### config.mk
export PLATFORM = sky130hd
export DESIGN_NAME = clk_div_gen_flat
export DESIGN_NICKNAME = d
export VERILOG_FILES = /design/src/rtl/clk_div_gen_if.sv /design/src/rtl/clk_div_gen.sv /design/src/flat_wrapper.sv
export SDC_FILE = /design/constraint.sdc
export NUM_CORES = 1
export LEC_CHECK = 0
export ABC_AREA = 1
export CORE_UTILIZATION = 59
export DETAILED_ROUTE_END_ITERATION = 10
export PLACE_DENSITY = 0.83
export SYNTH_ARGS = -nofsm -noshare
export SYNTH_HDL_FRONTEND = slang
export SYNTH_SLANG_ARGS = --single-unit
### constraint.sdc
create_clock -name clk -period 3.16 [get_ports clk]
set_clock_uncertainty 0.1 [all_clocks]
set_input_delay 0.474 -clock clk [delete_from_list [all_inputs] [get_ports clk]]
set_output_delay 0.474 -clock clk [all_outputs]
set_load 0.05 [all_outputs]
### src/rtl/clk_div_gen_if.sv
// rtl/clk_div_gen_if.sv - control/status bundle for the programmable clock divider
interface clk_div_gen_if #(
    parameter int DIV_W = 8
) ();
    logic             enable;
    logic [DIV_W-1:0] div;
    logic             div_req;
    logic             div_ack;
    logic             clk_out;
    logic             rise_pulse;
    logic             busy;

    modport master (
        output enable,
        output div,
        output div_req,
        input  div_ack,
        input  clk_out,
        input  rise_pulse,
        input  busy
    );

    modport slave (
        input  enable,
        input  div,
        input  div_req,
        output div_ack,
        output clk_out,
        output rise_pulse,
        output busy
    );
endinterface

### src/rtl/clk_div_gen.sv
// rtl/clk_div_gen.sv - glitch-free programmable integer clock divider with ratio handshake
module clk_div_gen #(
    parameter int DIV_W     = 8,
    parameter int DIV_RESET = 1
) (
    input  logic          clk,
    input  logic          rst_n,
    clk_div_gen_if.slave  bus
);
    typedef enum logic [1:0] {
        IDLE = 2'd0,
        HIGH = 2'd1,
        LOW  = 2'd2
    } state_t;

    state_t           state_q, state_d;
    logic [DIV_W-1:0] cnt_q, cnt_d;
    logic [DIV_W-1:0] active_q, active_d;
    logic [DIV_W-1:0] pending_q, pending_d;
    logic             pending_valid_q, pending_valid_d;
    logic             clk_out_q, clk_out_d;
    logic             rise_pulse_q, rise_pulse_d;
    logic             div_ack_q, div_ack_d;
    logic             busy_q, busy_d;
    logic             period_start;

    // Phase sequencing: each half-period lasts active+1 cycles; a new period
    // may only begin at the end of a low phase (or from idle), so no runts.
    always_comb begin
        state_d      = state_q;
        cnt_d        = cnt_q;
        period_start = 1'b0;
        case (state_q)
            IDLE: begin
                cnt_d = '0;
                if (bus.enable) begin
                    state_d      = HIGH;
                    period_start = 1'b1;
                end
            end
            HIGH: begin
                if (cnt_q == active_q) begin
                    state_d = LOW;
                    cnt_d   = '0;
                end else begin
                    cnt_d = cnt_q + 1'b1;
                end
            end
            LOW: begin
                if (cnt_q == active_q) begin
                    cnt_d = '0;
                    if (bus.enable) begin
                        state_d      = HIGH;
                        period_start = 1'b1;
                    end else begin
                        state_d = IDLE;
                    end
                end else begin
                    cnt_d = cnt_q + 1'b1;
                end
            end
            default: begin
                state_d = IDLE;
                cnt_d   = '0;
            end
        endcase
    end

    // Ratio handshake: the already-pending ratio is applied on a period start;
    // a request landing on that same edge stays pending for the next period.
    always_comb begin
        active_d        = active_q;
        pending_d       = pending_q;
        pending_valid_d = pending_valid_q;
        div_ack_d       = 1'b0;
        if (period_start && pending_valid_q) begin
            active_d        = pending_q;
            pending_valid_d = 1'b0;
            div_ack_d       = 1'b1;
        end
        if (bus.div_req) begin
            pending_d       = bus.div;
            pending_valid_d = 1'b1;
        end
    end

    // Outputs are registered from the next state so clk_out and rise_pulse
    // rise together in the first cycle of the high phase.
    always_comb begin
        clk_out_d    = (state_d == HIGH);
        rise_pulse_d = period_start;
        busy_d       = (state_d != IDLE);
    end

    // State and output registers; reset forces clk_out low immediately.
    always_ff @(posedge clk or negedge rst_n) begin
        if (!rst_n) begin
            state_q         <= IDLE;
            cnt_q           <= '0;
            active_q        <= DIV_W'(DIV_RESET);
            pending_q       <= '0;
            pending_valid_q <= 1'b0;
            clk_out_q       <= 1'b0;
            rise_pulse_q    <= 1'b0;
            div_ack_q       <= 1'b0;
            busy_q          <= 1'b0;
        end else begin
            state_q         <= state_d;
            cnt_q           <= cnt_d;
            active_q        <= active_d;
            pending_q       <= pending_d;
            pending_valid_q <= pending_valid_d;
            clk_out_q       <= clk_out_d;
            rise_pulse_q    <= rise_pulse_d;
            div_ack_q       <= div_ack_d;
            busy_q          <= busy_d;
        end
    end

    assign bus.clk_out    = clk_out_q;
    assign bus.rise_pulse = rise_pulse_q;
    assign bus.div_ack    = div_ack_q;
    assign bus.busy       = busy_q;
endmodule

### src/flat_wrapper.sv
// flat-port wrapper written by rule: the top's interface ports become plain ports
module clk_div_gen_flat 
#(
    parameter int DIV_W     = 8,
    parameter int DIV_RESET = 1
)
  (clk, rst_n, bus_enable, bus_div, bus_div_req, bus_div_ack, bus_clk_out, bus_rise_pulse, bus_busy);
  clk_div_gen_if #(.DIV_W(DIV_W)) bus_i ();
  input  logic clk;
  input  logic rst_n;
  input wire logic [$bits(bus_i.enable)-1:0] bus_enable;
  input wire logic [$bits(bus_i.div)-1:0] bus_div;
  input wire logic [$bits(bus_i.div_req)-1:0] bus_div_req;
  output wire logic [$bits(bus_i.div_ack)-1:0] bus_div_ack;
  output wire logic [$bits(bus_i.clk_out)-1:0] bus_clk_out;
  output wire logic [$bits(bus_i.rise_pulse)-1:0] bus_rise_pulse;
  output wire logic [$bits(bus_i.busy)-1:0] bus_busy;
  assign bus_i.enable = bus_enable;
  assign bus_i.div = bus_div;
  assign bus_i.div_req = bus_div_req;
  assign bus_div_ack = bus_i.div_ack;
  assign bus_clk_out = bus_i.clk_out;
  assign bus_rise_pulse = bus_i.rise_pulse;
  assign bus_busy = bus_i.busy;
  clk_div_gen #(.DIV_W(DIV_W), .DIV_RESET(DIV_RESET)) u_core (.clk(clk), .rst_n(rst_n), .bus(bus_i));
endmodule
-- Word level (Yosys, flattened, before mapping)
Cells that the tools add are included.
W data, S select, Z words.
- add/sub/neg operators: 1
- equality and inequality tests: 4
- mux-type cells: 13
- reduce and logical (&&, ||, !) cells: 5
- operators with widths (cell ; number):
    $mux W8 ; 2
    $add A8 B1 Y8 const B ; 1
    $eq A8 B8 Y1 ; 1
    $mux W1 ; 6
    $mux W2 ; 3
    $pmux W2 S3 ; 1
    $eq A2 B1 Y1 const B ; 2
    $reduce_bool A2 Y1 ; 2
    $eq A2 B2 Y1 const B ; 1
    $logic_not A2 Y1 ; 1
    $pmux W1 S2 ; 1
    $reduce_or A2 Y1 ; 1
    $logic_and A1 B1 Y1 ; 1
- register bits after elaboration: 31

-- Logic depth before layout (Yosys ltp)
Gate-level depths: netlist of the first run.
- word-level depth: 6
- mapped depth: 12
- depth with buffers taken out: 12

-- Least setup slack after synthesis of the first run
OpenSTA, ideal clock, no wires.
- path type: flip-flop to flip-flop
- start point: register u_core.active_q[0]
- end point: register u_core.active_q[7]
- library setup time: 0.117 ns
- arrival time: 1.304 ns
- data required time: 2.943 ns
- path slack: 1.639 ns
- cell stages (with the launch flop): 11
- buffers on the path: 1
- period minus slack after synthesis: 1.521 ns
- cell sequence: dfstp_2 -> nand2_1 -> nand2_1 -> nand2_1 -> nor2_2 -> nand3_1 -> nand2_2 -> nand3_4 -> buf_6 -> nand2_2 -> o21ai_2
- word-level cells in the longest chain between the ends: 4
- RTL lines (what ; line ; text):
    from (decl) ; clk_div_gen.sv:18 ; logic [DIV_W-1:0] active_q, active_d;
    from (signal assigned) ; clk_div_gen.sv:100 ; active_q <= DIV_W'(DIV_RESET);
    from (signal assigned) ; clk_div_gen.sv:110 ; active_q <= active_d;
    $eq A8 B8 Y1 ; clk_div_gen.sv:50 ; if (cnt_q == active_q) begin
    $mux W1 ; clk_div_gen.sv:50 ;
    $pmux W1 S2 ; clk_div_gen.sv:33 ; case (state_q)
    $logic_and A1 B1 Y1 ; clk_div_gen.sv:76 ; if (period_start && pending_valid_q) begin
No other way between the ends.
A chain may end at the register's enable or synchronous reset.

-- Final worst setup path of the first run
- start point: register u_core.div_ack_q, in the netlist u_core.bus.div_ack
- end point: output port bus_div_ack
- RTL lines (what ; line ; text):
    from (decl) ; clk_div_gen.sv:23 ; logic div_ack_q, div_ack_d;
    from (signal assigned) ; clk_div_gen.sv:115 ; div_ack_q <= div_ack_d;
    to (decl) ; flat_wrapper.sv:14 ; output wire logic [$bits(bus_i.div_ack)-1:0] bus_div_ack;
No word-level cell between the ends.

==> out/qor.csv, run 1 <==
metric,value,unit
Synth cell types,24,
"Seq/Total Area, Yosys",53.5,%
Post-synth ARST share,100,%
period utilisation layout,65.3,%
Max Clock Freq,0.484,GHz
status,"complete, no violations",
crit-path cells,clkdlybuf4s50_1,
final core occ,74.0,%
drt drc,0,
Routed Antenna Nets,0,
Initial Util,63.8,%
die width,51.6,µm
die footprint,2660,µm²
pin count of the biggest net entering global routing,32,
port bufs,15,
hold path startpoint,u_core.active_q[0],
Final #Nets,200,
Setup Viol. Count Final,0,
routing usage on met1,25.9,%
P per Cell Area,818,nW/µm²
Worst Hold Depth,2,
post-layout minimum cycle time,2.06,ns
routed wire length,2470,µm
met2 GRT Util,39.2,%
CP max-delay cell,clkdlybuf4s50_1,
WL/cell,11.6,µm
grt ovf,0,
R2R cell count,9,
"flops & latches, synth",31,
Slew headroom,66.4,%
CTS buffer count,5,
post-synth top area cell,dfrtp_1,
"delay-heaviest family, CP",buffers and inverters,
TritonCTS Sinks,31,
Tightest Pin Transition,0.503,ns
syn_nets,179,
Synth top area share,51.7,%
crit path buf inv count,1,
GR Layer Usage met3,8.19,%
Hold Buf Count CTS,0,
global-route wire length before repair,4340,µm
Clock Root Buffer,clkbuf_4,
Resize count post-CTS,0,
worst hold endpoint,u_core.active_q[0],
leak pwr,0.848,nW
maximum vdd drop,0.000618,V
Mapped Area,1450,µm²
worst reg2reg setup slack,1.42,ns
Post-DP HPWL,1860,µm
"Req. time, crit path",2.59,ns
Yosys warning total,0,
total I/O pin count,16,
GRT Util Overall,23.5,%
Synth Flop Type,dfrtp_1,
Std-Cell Rows,17,
Area Growth Syn to Fin,15.9,%
via count,1035,
setup TNS,0,ns
Ant. Diodes,0,
worst skew pair latency,0.34,ns
initial antenna violation count,0,
Critical R2R Launch,u_core.active_q[0],
global route hottest layer,met2,
Setup CP Type,reg2out,
Vias/cell,4.88,
startpoint types,flop,
Final Hold Fails,0,
vias in the first global route,1056,
Synth Area per Inst,8.97,µm²
ranking of synthesized cells by area,"dfrtp_1, nand2_1, inv_1",
Power Total,1.38,mW
last weighted congestion value of the routability-driven placer,0.837,
drt first pass iters,4,
Crit. End Element,output pin,
share of cells above drive strength 1,13.0,%
"EDFF count, synth",0,
Post-CTS Setup Bufs,0,
final max-slew violation count,0,
clock slew at reported path FFs,0.10,ns
RSZ-0062 raised after global routing,false,
CTS tree,built,
die height,51.6,µm
worst hold path type,reg2reg,
crit path DAT,1.49,ns
Iter 0 DRT Violations,23,
H-tree depth,2,
Max Cap Viol,0,
reg2reg end,u_core.active_q[2],
Gate Count Post-Synth,162,
CP max FO,1,
clk buf depth,2,
CP max stage delay,0.80,ns
core region area,2280,µm²
-- Yosys cell counts, types with 3 or more instances --
master,n
xnor2_1,6
o21ai_0,9
dfrtp_1,30
ha_1,5
inv_1,26
nand2_2,3
nand2_1,45
o21ai_2,8
nor2_1,13
nand3_1,3
-- flip-flops by register name, summed over array words and instances (netlist names) --
name and cells:
u_core.bus.rise_pulse 1, u_core.bus.busy 1, u_core.active_q 8, u_core.state_q 2, u_core.pending_q 8, u_core.bus.clk_out 1
u_core.pending_valid_q 1, u_core.bus.div_ack 1, u_core.cnt_q 8
-- cell type report --
cell class                      count  area [µm²]
Sequential cell                    31         777
Tap cell                           28        35.0
Inverter                           27         101
Fill cell                         174         592
Timing Repair Buffer               16         158
Multi-Input combinational cell    102         559
Clock buffer                        6        41.3
Clock inverter                      2        12.5
-- cell families (layout without fill, tap and decap cells) --
family                     after synthesis  in the layout  share of synthesized area [%]
AOI/OAI and AO/OA                       20             20                           9.30
xor gates and xnor gates                 7              7                           4.22
adders and majority gates                5              5                           4.31
buffers and inverters                   29             51                           8.01
DFF                                     31             31                           53.5
and+or+nand+nor                         70             70                           20.7
-- metal layers --
layer,wire length [µm],vias to the layer above
met5,0,-
met4,60,0
met3,107,8
met2,1200,20
met1,1100,470
li1,-,537
-- report_power, final --
group,switching [mW],total (mW),internal [mW]
Sequential,0.0797,0.586,0.506
Combinational,0.358,0.569,0.211
Clock,0.137,0.222,0.0856
-- cells in the final DEF (no fill, tap or decap) --
cell type | synthesis | routed
nand2_1 | 45 | 45
dfrtp_1 | 30 | 30
inv_1 | 26 | 26
clkdlybuf4s50_1 | 0 | 15
nor2_1 | 13 | 13
o21ai_0 | 9 | 9
o21ai_2 | 8 | 8
xnor2_1 | 6 | 6
ha_1 | 5 | 5
clkbuf_4 | 0 | 5
nand3_1 | 3 | 3
nand2_2 | 3 | 3
inv_2 | 1 | 1
nor2_2 | 1 | 1
or2_2 | 1 | 1
xor2_1 | 1 | 1
nand4_1 | 1 | 1
nor3b_1 | 1 | 1
nor3_1 | 1 | 1
nand3_4 | 1 | 1
a21oi_1 | 1 | 1
o21a_1 | 1 | 1
a21o_1 | 1 | 1
clkbuf_1 | 1 | 1
clkinv_2 | 0 | 1
clkinvlp_4 | 0 | 1
buf_4 | 0 | 1
dfstp_2 | 1 | 1
-- worst max path at each step --
| stage | start | slack (ns) | end | cells past startpoint |
|---|---|---|---|---|
| 3_3_place_gp | u_core.bus.clk_out | 1.49 | bus_clk_out | 1 |
| 2_1_floorplan | u_core.active_q[0] | 1.64 | u_core.active_q[7] | 10 |
| 3_5_place_dp | bus_enable | 1.44 | u_core.active_q[2] | 4 |
| 6_report | u_core.bus.div_ack | 1.10 | bus_div_ack | 1 |
| 5_1_grt | u_core.bus.clk_out | 1.04 | bus_clk_out | 1 |
| 4_1_cts | u_core.bus.div_ack | 1.08 | bus_div_ack | 1 |
-- metrics by stage --
step                      instance area (µm²)  hold WS [ns]  std cells  worst slack [ns]
after detailed placement                 1630         0.394        204              1.44
after floorplan                          1450        0.0784        162              1.64
after global placement                   1630         0.375        204              1.49
after CTS                                1680         0.409        212              1.08
after global routing                     1680         0.438        212              1.04
final                                    1680         0.406        212              1.10
-- tightest hold or removal path, delay by kind of cell (launching register included) --
family / cells / cell delay [ns]
simple gates: 1 / 0.08
flops: 1 / 0.39
compound gates: 1 / 0.05
Power figures use the tool's default switching activity.
==> inputs of run 2 (changes only) <==
--- a/config.mk
+++ b/config.mk
@@ -6,9 +6,9 @@
 export NUM_CORES = 1
 export LEC_CHECK = 0
 export ABC_AREA = 1
-export CORE_UTILIZATION = 59
+export CORE_UTILIZATION = 54
 export DETAILED_ROUTE_END_ITERATION = 10
-export PLACE_DENSITY = 0.83
+export PLACE_DENSITY = 0.77
 export SYNTH_ARGS = -nofsm -noshare
 export SYNTH_HDL_FRONTEND = slang
 export SYNTH_SLANG_ARGS = --single-unit
==> constraint.sdc (replaced) <==
create_clock -name clk -period 2.2 [get_ports clk]
set_clock_uncertainty 0.1 [all_clocks]
set_input_delay 0.33 -clock clk [delete_from_list [all_inputs] [get_ports clk]]
set_output_delay 0.33 -clock clk [all_outputs]
set_load 0.05 [all_outputs]
==> out/qor.csv, run 2 (synthesized netlist as in run 1, its figures left out) <==
metric,value,unit,change
status,"complete, no violations",,unchanged
"delay-heaviest family, CP",buffers and inverters,,unchanged
wl on met1,1100,µm,about the same
Setup CP Type,reg2out,,unchanged
period utilisation layout,87.0,%,
drt first pass iters,4,,unchanged
post-layout minimum cycle time,1.91,ns,
Max Cap Viol,0,,unchanged
Ant. Diodes,0,,unchanged
worst hold path type,in2async,,was reg2reg
leak pwr,0.848,nW,unchanged
Crit. End Element,output pin,,unchanged
Post-CTS Setup Bufs,0,,unchanged
Vias/cell,4.78,,was 4.88
final max-slew violation count,0,,unchanged
Clock Root Buffer,clkbuf_4,,unchanged
pin count of the biggest net entering global routing,32,,unchanged
clk buf depth,2,,unchanged
RSZ-0062 raised after global routing,false,,unchanged
WL/cell,11.2,µm,was 11.6 µm
Initial Util,58.1,%,was 63.8%
Critical R2R Launch,u_core.active_q[0],,unchanged
crit path buf inv count,1,,unchanged
Power Total,1.97,mW,was 1.38 mW
"Req. time, crit path",1.77,ns,was 2.59 ns
Routed Antenna Nets,0,,unchanged
"commonest non-fill, non-tap cell in the layout",nand2_1,,unchanged
initial antenna violation count,0,,unchanged
clock slew at reported path FFs,0.10,ns,about the same
Tightest Pin Transition,0.492,ns,was 0.503 ns
Filler Cells Inserted,205,,was 174
global-route wire length before repair,4230,µm,was 4340 µm
Final #Nets,200,,unchanged
worst skew pair latency,0.34,ns,about the same
vias in the first global route,959,,"was 1,056"
R2R cell count,9,,unchanged
startpoint types,flop,,unchanged
CTS tree,built,,unchanged
P per Cell Area,1170,nW/µm²,was 818 nW/µm²
Std-Cell Rows,18,,was 17
maximum vdd drop,0.000931,V,was 0.000618 V
die width,53.9,µm,was 51.6 µm
worst reg2reg setup slack,0.55,ns,was 1.42 ns
H-tree depth,2,,unchanged
GRT Util Overall,22.1,%,was 23.5%
CP max FO,1,,unchanged
share of cells above drive strength 1,13.0,%,unchanged
Final Cell Area,1690,µm²,was 1680 µm²
Hold Buf Count CTS,0,,unchanged
CP max stage delay,0.80,ns,about the same
crit-path cells,clkdlybuf4s50_1,,unchanged
die height,53.9,µm,was 51.6 µm
core region area,2500,µm²,was 2280 µm²
drt drc,0,,unchanged
"commonest non-fill, non-tap cells in the layout","nand2_1, dfrtp_1, inv_1",,unchanged
metal2 WL,1150,µm,was 1200 µm
Met3 Routed Length,89,µm,was 107 µm
TritonCTS Sinks,31,,unchanged
Placed Area,1630,µm²,about the same
port bufs,15,,unchanged
setup TNS,0,ns,unchanged
Area Growth Syn to Fin,16.1,%,was 15.9%
Final Hold Fails,0,,unchanged
Post-DP HPWL,1810,µm,was 1860 µm
Setup Viol. Count Final,0,,unchanged
Resize count post-CTS,0,,unchanged
crit path DAT,1.48,ns,was 1.49 ns
total I/O pin count,16,,unchanged
Iter 0 DRT Violations,18,,was 23
Slew headroom,67.1,%,was 66.4%
last weighted congestion value of the routability-driven placer,0.797,,was 0.837
Max Clock Freq,0.522,GHz,
biggest registers after layout,"u_core.active_q: 8 flops, u_core.cnt_q: 8 flops, u_core.pending_q: 8 flops",,unchanged
top sig layer,met4,,unchanged
die footprint,2900,µm²,was 2660 µm²
reg2reg end,u_core.active_q[1],,was u_core.active_q[2]
CTS buffer count,5,,unchanged
CP max-delay cell,clkdlybuf4s50_1,,unchanged
grt ovf,0,,unchanged
routed wire length,2400,µm,was 2470 µm
via count,1023,,"was 1,035"
run 2: cell counts in the layout (fill, tap and decap cells not counted):
Identical to the previous run, type by type.
run 2: through the flow:
stage	cells	hold slack [ns]	worst slack, ns	utilization, %
after floorplan	162	-0.0656	0.679	-
after global placement	206	0.381	0.614	65.3
after detailed placement	206	0.381	0.549	65.3
after CTS	214	0.276	0.257	67.5
after global routing	214	0.311	0.222	67.5
final	214	0.271	0.285	67.5
run 2: final cells by class:
| cell class | instances | area, µm² | share of cell area (%) |
|---|---|---|---|
| well taps | 30 | 37.5 | 2.23 |
| multi-input cells | 102 | 559 | 33.2 |
| inverters | 27 | 101 | 6.01 |
| clock inverters | 2 | 12.5 | 0.742 |
| flip-flops and latches | 31 | 777 | 46.1 |
| repair buffers | 16 | 158 | 9.35 |
| clock buffers | 6 | 41.3 | 2.45 |
run 2: metal layers:
metal	GRT usage [%]	vias to the layer above
li1	-	533
met1	27.5	462
met2	33.5	19
met3	6.78	9
met4	13.2	0
met5	0	-
run 2: where the power goes:
group | internal, mW | total [mW] | switching [mW]
clock | 0.123 | 0.323 | 0.200
combinational | 0.303 | 0.804 | 0.501
sequential | 0.727 | 0.838 | 0.111
run 2: how the worst max path moves through the flow:
| stage | startpoint | end | slack, ns | cells after the start |
|---|---|---|---|---|
| 2_1_floorplan | u_core.active_q[0] | u_core.active_q[7] | 0.68 | 10 |
| 3_3_place_gp | u_core.active_q[0] | u_core.active_q[2] | 0.61 | 9 |
| 3_5_place_dp | u_core.active_q[0] | u_core.active_q[1] | 0.55 | 9 |
| 4_1_cts | u_core.bus.clk_out | bus_clk_out | 0.26 | 1 |
| 5_1_grt | u_core.bus.clk_out | bus_clk_out | 0.22 | 1 |
| 6_report | u_core.bus.clk_out | bus_clk_out | 0.29 | 1 |
run 2: worst reg2reg max path: cells and delay by family, from the launching register on:
family           cells  cell delay [ns]
AND/OR/NAND/NOR      8             0.85
flip-flops           1             0.55
AO/OA/AOI/OAI        1             0.06
==> inputs of run 3 (changes only) <==
--- a/config.mk
+++ b/config.mk
@@ -12,3 +12,4 @@
 export SYNTH_ARGS = -nofsm -noshare
 export SYNTH_HDL_FRONTEND = slang
 export SYNTH_SLANG_ARGS = --single-unit
+export TNS_END_PERCENT = 1
==> constraint.sdc (replaced) <==
create_clock -name clk -period 1.8 [get_ports clk]
set_clock_uncertainty 0.1 [all_clocks]
set_input_delay 0.27 -clock clk [delete_from_list [all_inputs] [get_ports clk]]
set_output_delay 0.27 -clock clk [all_outputs]
set_load 0.05 [all_outputs]
==> out/qor.csv, run 3 (synthesized netlist as in run 1, its figures left out) <==
metric,value,unit,change
status,"complete, no violations",,unchanged
worst reg2reg setup slack,0.17,ns,was 0.55 ns
worst hold path type,in2async,,unchanged
clk buf depth,2,,unchanged
CP max-delay cell,dfstp_2,,was clkdlybuf4s50_1
biggest registers after layout,"u_core.active_q: 8 flops, u_core.cnt_q: 8 flops, u_core.pending_q: 8 flops",,unchanged
"commonest non-fill, non-tap cell in the layout",nand2_1,,unchanged
leak pwr,0.863,nW,was 0.848 nW
CP Depth,10,,was 1
port bufs,15,,unchanged
vias in the first global route,946,,was 959
Final WS setup,0.166,ns,was 0.285 ns
pin count of the biggest net entering global routing,32,,unchanged
P per Cell Area,1430,nW/µm²,was 1170 nW/µm²
die width,53.9,µm,unchanged
part of the power in the clock network,17.5,%,was 16.5%
Clock Root Buffer,clkbuf_4,,unchanged
via count,1034,,"was 1,023"
routed wire length,2400,µm,about the same
CTS buffer count,5,,unchanged
Slew headroom,69.4,%,was 67.1%
"delay-heaviest family, CP",simple AND/OR/NAND/NOR gates,,was buffers and inverters
Setup CP Type,reg2reg,,was reg2out
Final Hold Fails,0,,unchanged
clock slew at reported path FFs,0.09,ns,was 0.10 ns
Resize count post-CTS,0,,unchanged
share of cells above drive strength 1,15.7,%,was 13.0%
part of the power in registers,42.1,%,was 42.6%
Ant. Diodes,0,,unchanged
final max-slew violation count,0,,unchanged
Critical R2R Launch,u_core.active_q[0],,unchanged
Placed Area,1620,µm²,was 1630 µm²
WL/cell,11.2,µm,about the same
post-layout minimum cycle time,1.63,ns,
startpoint types,flop,,unchanged
Final Cell Area,1690,µm²,about the same
reg2reg end,u_core.bus.clk_out,,was u_core.active_q[1]
Iter 0 DRT Violations,14,,was 18
dpl cells,206,,unchanged
"commonest non-fill, non-tap cells in the layout","nand2_1, dfrtp_1, inv_1",,unchanged
Std-Cell Rows,18,,unchanged
worst skew pair latency,0.33,ns,was 0.34 ns
Worst Setup SP,u_core.active_q[0],,was u_core.bus.clk_out
H-tree depth,2,,unchanged
Routed Antenna Nets,0,,unchanged
"Req. time, crit path",1.97,ns,was 1.77 ns
die footprint,2900,µm²,unchanged
R2R cell count,10,,was 9
P_sw,0.986,mW,was 0.812 mW
Hold Buf Count CTS,0,,unchanged
CP max FO,3,,was 1
Post-Place Worst Slack,0.140,ns,was 0.549 ns
crit path buf inv count,0,,was 1
Max Cap Viol,0,,unchanged
global-route wire length before repair,4150,µm,was 4230 µm
grt ovf,0,,unchanged
Sw Share,40.7,%,was 41.3%
Initial Util,58.1,%,unchanged
Int Power,1.44,mW,was 1.15 mW
maximum vdd drop,0.00130,V,was 0.000931 V
Vias/cell,4.81,,was 4.78
Tightest Pin Transition,0.458,ns,was 0.492 ns
Area Growth Syn to Fin,16.5,%,was 16.1%
initial antenna violation count,0,,unchanged
drt drc,0,,unchanged
Post-CTS Setup Bufs,0,,unchanged
CTS tree,built,,unchanged
drt first pass iters,4,,unchanged
last weighted congestion value of the routability-driven placer,0.762,,was 0.797
final non-filler cell total,215,,was 214
TritonCTS Sinks,31,,unchanged
Final #Nets,201,,was 200
period utilisation layout,90.8,%,
Most common cell on crit path,nand2_1,,
CP max stage delay,0.56,ns,was 0.80 ns
die height,53.9,µm,unchanged
core region area,2500,µm²,unchanged
Max Clock Freq,0.612,GHz,
crit path DAT,1.80,ns,was 1.48 ns
crit-path cells,nand2_1 > nand2_1 > nand2_1 > nor2_2 > nand3_1 > nand2_2 > nand2_1 > nand2_1 > nand2_1 > nor2_1,,was clkdlybuf4s50_1
Post-DP HPWL,1790,µm,was 1810 µm
Setup Viol. Count Final,0,,unchanged
total I/O pin count,16,,unchanged
GRT Util Overall,21.4,%,was 22.1%
Crit. End Element,flop,,was output pin
Gate power share,40.4,%,was 40.9%
run 3: worst max path at each step:
stage	to	slack, ns
4_1_cts	u_core.active_q[4]	0.13
6_report	u_core.bus.clk_out	0.17
3_5_place_dp	u_core.active_q[4]	0.14
5_1_grt	u_core.bus.clk_out	-0.001
2_1_floorplan	u_core.active_q[7]	0.28
3_3_place_gp	u_core.active_q[2]	0.21
run 3: layout make-up:
type | count | area (µm²)
inverter | 27 | 101
clock buffer | 7 | 55.1
fill | 213 | 807
tap | 30 | 37.5
clock inverter | 1 | 5.00
multi-input combinational | 103 | 569
timing repair buffer | 16 | 148
sequential | 31 | 777
run 3: routing by layer:
| metal | global-route usage [%] | vias to the layer above | wire, µm |
|---|---|---|---|
| met5 | 0 | - | 0 |
| li1 | - | 538 | - |
| met2 | 32.7 | 19 | 1150 |
| met4 | 13.2 | 0 | 59 |
| met3 | 6.78 | 8 | 87 |
| met1 | 26.2 | 469 | 1110 |
run 3: through the flow:
stage	hold slack, ns	setup TNS, ns	utilization [%]	power (mW)
floorplan	-0.126	0	-	1.78
global placement	0.381	0	64.9	1.96
detailed placement	0.390	0	64.9	2.01
CTS	0.216	0	67.3	2.43
global route	0.267	-0.00132	67.7	2.64
finish	0.208	0	67.7	2.42
run 3: worst reg2reg max path: stages, from the launching register on:
cell     delay (ns)
dfstp_2        0.56
nand2_1        0.05
nand2_1        0.06
nand2_1        0.06
nor2_2         0.11
nand3_1        0.09
nand2_2        0.13
nand2_1        0.13
nand2_1        0.10
nand2_1        0.08
nor2_1         0.10
run 3: power groups by stage:
stage,registers (mW),clock network (mW),logic (mW)
floorplan,1.14,0,0.635
CTS,1.02,0.435,0.977
detailed placement,1.03,0,0.972
global route,1.05,0.465,1.12
global placement,1.03,0,0.936
finish,1.02,0.424,0.978
